**src/rtl/marquee_ctrl.sv**
```systemverilog
// marquee_ctrl: moves a short digit pattern across a row of 7-seg digits (scroll, bounce, hold).
// Optional hold-mode blink is compiled in when MARQUEE_BLINK_EN is defined.
module marquee_ctrl #(
    parameter int                   DIGITS   = 4,
    parameter int                   PAT_LEN  = 2,
    parameter logic [4*PAT_LEN-1:0] PATTERN  = {4'd2, 4'd5},
    parameter int                   TICK_DIV = 50
) (
    input  logic                  clk,
    input  logic                  rst,
    input  logic                  en,
    input  logic [1:0]            mode,
    output logic [4*DIGITS-1:0]   bcd,
    output logic [2:0]            led,
    output logic                  tick
);

    typedef enum logic [1:0] {
        M_RIGHT  = 2'b00,
        M_BOUNCE = 2'b01,
        M_LEFT   = 2'b10,
        M_HOLD   = 2'b11
    } mode_e;

    localparam int PW = $clog2(DIGITS);
    localparam int CW = $clog2(TICK_DIV);

    localparam logic [PW-1:0] POS_LAST   = PW'(DIGITS - 1);
    localparam logic [PW-1:0] BOUNCE_MAX = PW'(DIGITS - PAT_LEN);
    localparam logic [CW-1:0] CNT_MAX    = CW'(TICK_DIV - 1);

    mode_e              mode_q;
    logic [CW-1:0]      cnt;
    logic [PW-1:0]      pos, pos_nxt;
    logic               dir, dir_nxt;
    logic [4*DIGITS-1:0] bcd_nxt;
`ifdef MARQUEE_BLINK_EN
    logic               blink, blink_nxt;
`endif

    // Digit i shows pattern digit (i - p) mod DIGITS when that index lies inside the pattern.
    function automatic logic [4*DIGITS-1:0] render(input logic [PW-1:0] p);
        logic [4*DIGITS-1:0] r;
        int k;
        r = '1;
        for (int i = 0; i < DIGITS; i++) begin
            k = i - int'(p);
            if (k < 0) k = k + DIGITS;
            if (k < PAT_LEN) r[4*(DIGITS-1-i) +: 4] = PATTERN[4*(PAT_LEN-1-k) +: 4];
        end
        return r;
    endfunction

    assign mode_q = mode_e'(mode);
    assign tick   = en && !rst && (cnt == CNT_MAX);

    always_comb begin
        case (mode_q)
            M_RIGHT:  led = 3'b100;
            M_BOUNCE: led = 3'b010;
            M_LEFT:   led = 3'b001;
            default:  led = 3'b110;
        endcase
    end

    // NOTE: sequential state uses <= so every register samples pre-edge values.
    always_ff @(posedge clk or posedge rst) begin
        if (rst) begin
            cnt <= '0;
        end else if (en) begin
            cnt <= (cnt == CNT_MAX) ? '0 : cnt + CW'(1);
        end
    end

    // NOTE: every combinational output gets a default first, so no latch is inferred.
    always_comb begin
        pos_nxt = pos;
        dir_nxt = dir;
`ifdef MARQUEE_BLINK_EN
        blink_nxt = 1'b0;
`endif
        case (mode_q)
            M_RIGHT: begin
                dir_nxt = 1'b0;
                if (tick) pos_nxt = (pos == POS_LAST) ? '0 : pos + PW'(1);
            end
            M_LEFT: begin
                dir_nxt = 1'b1;
                if (tick) pos_nxt = (pos == '0) ? POS_LAST : pos - PW'(1);
            end
            M_BOUNCE: begin
                if (tick) begin
                    if (!dir) begin
                        if (pos < BOUNCE_MAX) begin
                            pos_nxt = pos + PW'(1);
                        end else begin
                            dir_nxt = 1'b1;
                            pos_nxt = pos - PW'(1);
                        end
                    end else begin
                        if (pos > '0) begin
                            pos_nxt = pos - PW'(1);
                        end else begin
                            dir_nxt = 1'b0;
                            pos_nxt = PW'(1);
                        end
                    end
                end
            end
            default: begin
`ifdef MARQUEE_BLINK_EN
                blink_nxt = tick ? ~blink : blink;
`endif
            end
        endcase
    end

    // The display register is loaded from the next position so it moves together with pos.
    always_comb begin
`ifdef MARQUEE_BLINK_EN
        bcd_nxt = blink_nxt ? '1 : render(pos_nxt);
`else
        bcd_nxt = render(pos_nxt);
`endif
    end

    always_ff @(posedge clk or posedge rst) begin
        if (rst) begin
            pos <= '0;
            dir <= 1'b0;
            bcd <= render('0);
        end else begin
            pos <= pos_nxt;
            dir <= dir_nxt;
            bcd <= bcd_nxt;
        end
    end

`ifdef MARQUEE_BLINK_EN
    always_ff @(posedge clk or posedge rst) begin
        if (rst) blink <= 1'b0;
        else     blink <= blink_nxt;
    end
`endif

endmodule

```
**config.mk**
```make
export PLATFORM = sky130hd
export DESIGN_NAME = marquee_ctrl
export DESIGN_NICKNAME = d
export VERILOG_FILES = /design/src/rtl/marquee_ctrl.sv
export SDC_FILE = /design/constraint.sdc
export NUM_CORES = 1
export LEC_CHECK = 0
export BUFFER_PORTS_ARGS = -buffer_cell sky130_fd_sc_hd__buf_2
export CAP_MARGIN = 20
export CELL_PAD_IN_SITES_DETAIL_PLACEMENT = 2
export CELL_PAD_IN_SITES_GLOBAL_PLACEMENT = 2
export CORE_ASPECT_RATIO = 0.8
export CORE_MARGIN = 2
export CORE_UTILIZATION = 32
export CTS_CLUSTER_SIZE = 20
export DETAILED_ROUTE_END_ITERATION = 7
export PLACE_DENSITY_LB_ADDON = 0.1
export RECOVER_POWER = 50
export SLEW_MARGIN = 20
export SYNTH_ARGS = -nofsm -noshare
export SYNTH_HDL_FRONTEND = slang
export SYNTH_SLANG_ARGS = --single-unit
export TNS_END_PERCENT = 30
```
**constraint.sdc**
```tcl
create_clock -name clk -period 2.4 [get_ports clk]
set_input_delay 0.48 -clock clk [delete_from_list [all_inputs] [get_ports clk]]
set_output_delay 0.48 -clock clk [all_outputs]
set_load 0.02 [all_outputs]
```
==> results.toml <==
[timing]
hold_slack_ps = 294.4
setup_viol = 0
worst_pin_slew_ps = 602.9
max_freq_mhz = 484.4
rsz0062_at_grt = "false"
slew_violations = 0
fin_crit_ps = 2064
hold_viol = 0
period_share = 0.8602
worst_clock_skew_ps = 2.900
worst_slack_ps = 335.5
tns_ps = 0
slew_headroom = 0.5976

[yosys]
syn-num-nets = 124
yosys_warnings = 0
synth_cell_types = 39
yosysSeqAreaShare = 0.3828
synth_commonest_cells = "15 x ha_1, 15 x inv_1, 11 x dfrtp_1, 9 x buf_4"
syn_area_per_cell_sq_um = 10.21
synth_cells = 104
async_flop_share = 1.000
synth_seq_cells = 16
synth_top_cells_by_area = "dfrtp_1 26%, ha_1 18%, dfstp_2 12%, buf_4 6.4%, inv_1 5.3%"
synth-edff-count = 0
synth_ff_type = "dfrtp_1"
synth_top_area_frac = 0.2591
synth_top_area_cell = "dfrtp_1"
netlist_area_sq_mm = 0.001062

[worst_setup_path]
crit_fanout = 7
crit_arrival_ps = 1580
cp.required_ps = 1920
path_class = "flop to primary output"
worstSetupStartpointType = "flop"
cp-end-kind = "primary output"

[clock_network]
cts_resized = 0
cts_buffers = 3
cts_setup_buffers = 0
htree_levels = 1
cts_tree = "done"
clkTransAtPathRegs_ps = 60
cts_buffer_depth = 2
cts_root_buffer = "clkbuf_8"
clkLatencyLatePin_ps = 250
hold_buffers = 0
clock_sink_count = 16

[route]
vias = 792
wl_per_cell_microns = 14.36
drt_iter0_markers = 13
firstDrtPassIters = 3
finalWirelength_mm = 2.298
drc = 0
route.antenna.remaining_nets = 0
vias_per_cell = 4.950

[cells_and_area]
drive_above_1_share = 0.2750
nets = 141
postLayoutCellArea_sq_mm = 0.001189
num_antenna_cells = 0
syn_to_final_growth_pct = 11.90
fillers = 359

[floorplanning]
dieArea_sq_mm = 0.003799
initial_utilization = 0.3393
ios = 25
rows = 18
dieHeight_microns = 55.54
dieWidth_microns = 68.42
core_sq_mm = 0.003131

[global_route]
antenna_found_initial = 0
grt_usage = 0.1419
overflow = 0
grt_pass1_wl_mm = 3.939
grt_max_degree = 17
grt_pass1_vias = 806

[placement]
dp_hpwl_mm = 1.744
portBuffers = 24
dpl-instance-area_sq_mm = 0.001145
gp_congestion = 0.7228
place_ws_ps = 212.7

[job]
maxCapViolCount = 0

[pwr]
power.density_mw_per_mm2 = 691.3
max-vdd-ir-drop_mv = 0.3817
leakage_nw = 0.5878

[min_path]
hold_path.class = "input port to async pin"

[outcome]
outcome = "finished, final reports clean"
==> cell type report <==
cell class                      count  area [sq um]  share of cell area
Multi-Input combinational cell     61         511.7              0.4305
Clock buffer                        4         55.05             0.04632
Sequential cell                    16         406.6              0.3421
Tap cell                           40         50.05             0.04211
Timing Repair Buffer               24         108.9             0.09158
Inverter                           15         56.30             0.04737
==> cell usage in the layout (no fill, tap or decap), drive strengths merged, types with 2 or more instances in the layout <==
master  count
nor2        4
and3        2
nand2       5
buf        15
inv        15
o32ai       2
ha         15
dfstp       5
nor3        2
clkbuf     13
nor2b       2
xnor2       2
a221oi      2
dfrtp      11
o21ai       4
a21oi       5
==> registers in the layout, summed over array words and instances, names as in the netlist, named ones only <==
register  cells
bcd           7
cnt           6
dir           1
pos           1
==> metal layers <==
layer,part of all wire,routed length [microns],track usage,vias up
met4,0.019,43,0.05143,0
met5,0,0,0,-
li1,-,-,-,376
met3,0.052,120,0.04277,4
met1,0.46,1067,0.1952,392
met2,0.46,1067,0.2074,20
==> metrics by stage <==
stage          power [mW]  std cells    util
4_1_cts            0.8377        160  0.3833
3_5_place_dp       0.5887        156  0.3657
6_report           0.8217        160  0.3797
2_1_floorplan      0.5304        104       -
5_1_grt            0.8801        160  0.3797
3_3_place_gp       0.5710        156  0.3657
==> where the power goes <==
group          total, mW  internal [mW]  switching (mW)
clock              0.238          0.146          0.0919
combinational      0.193         0.0988          0.0941
sequential         0.391          0.322          0.0689
total              0.822          0.567           0.255
==> worst paths after layout <==
kind,to,slack (ps),from,cells after the start
hold reg to reg,cnt[3],550,cnt[3],1
setup reg to reg,bcd[15],390,flop,8
setup / recovery,tick,340,cnt[1],6
min in group clk,cnt[5],550,en,2
max in group asynchronous,pos[0],1710,rst,2
hold / removal,cnt[4],290,rst,2
==> logic make-up after synthesis <==
| kind of cell | count (synthesis) | synth area share |
|---|---|---|
| buffers and inverters | 27 | 0.1354 |
| AO/OA/AOI/OAI | 22 | 0.1508 |
| AND/OR/NAND/NOR | 20 | 0.1143 |
| flip-flops | 16 | 0.3828 |
| adder cells (fa/ha/maj) | 15 | 0.1767 |
| XOR/XNOR | 2 | 0.01649 |
| multiplexers | 2 | 0.02355 |
==> worst max-delay path, cell delays in order, from the launching register on <==
cell and delay, ps:
dfrtp_1 410, inv_1 90, ha_1 140, nor3b_2 270
nand2_2 170, inv_1 90, buf_2 160
Note: power is estimated with default switching activity, not from simulation.
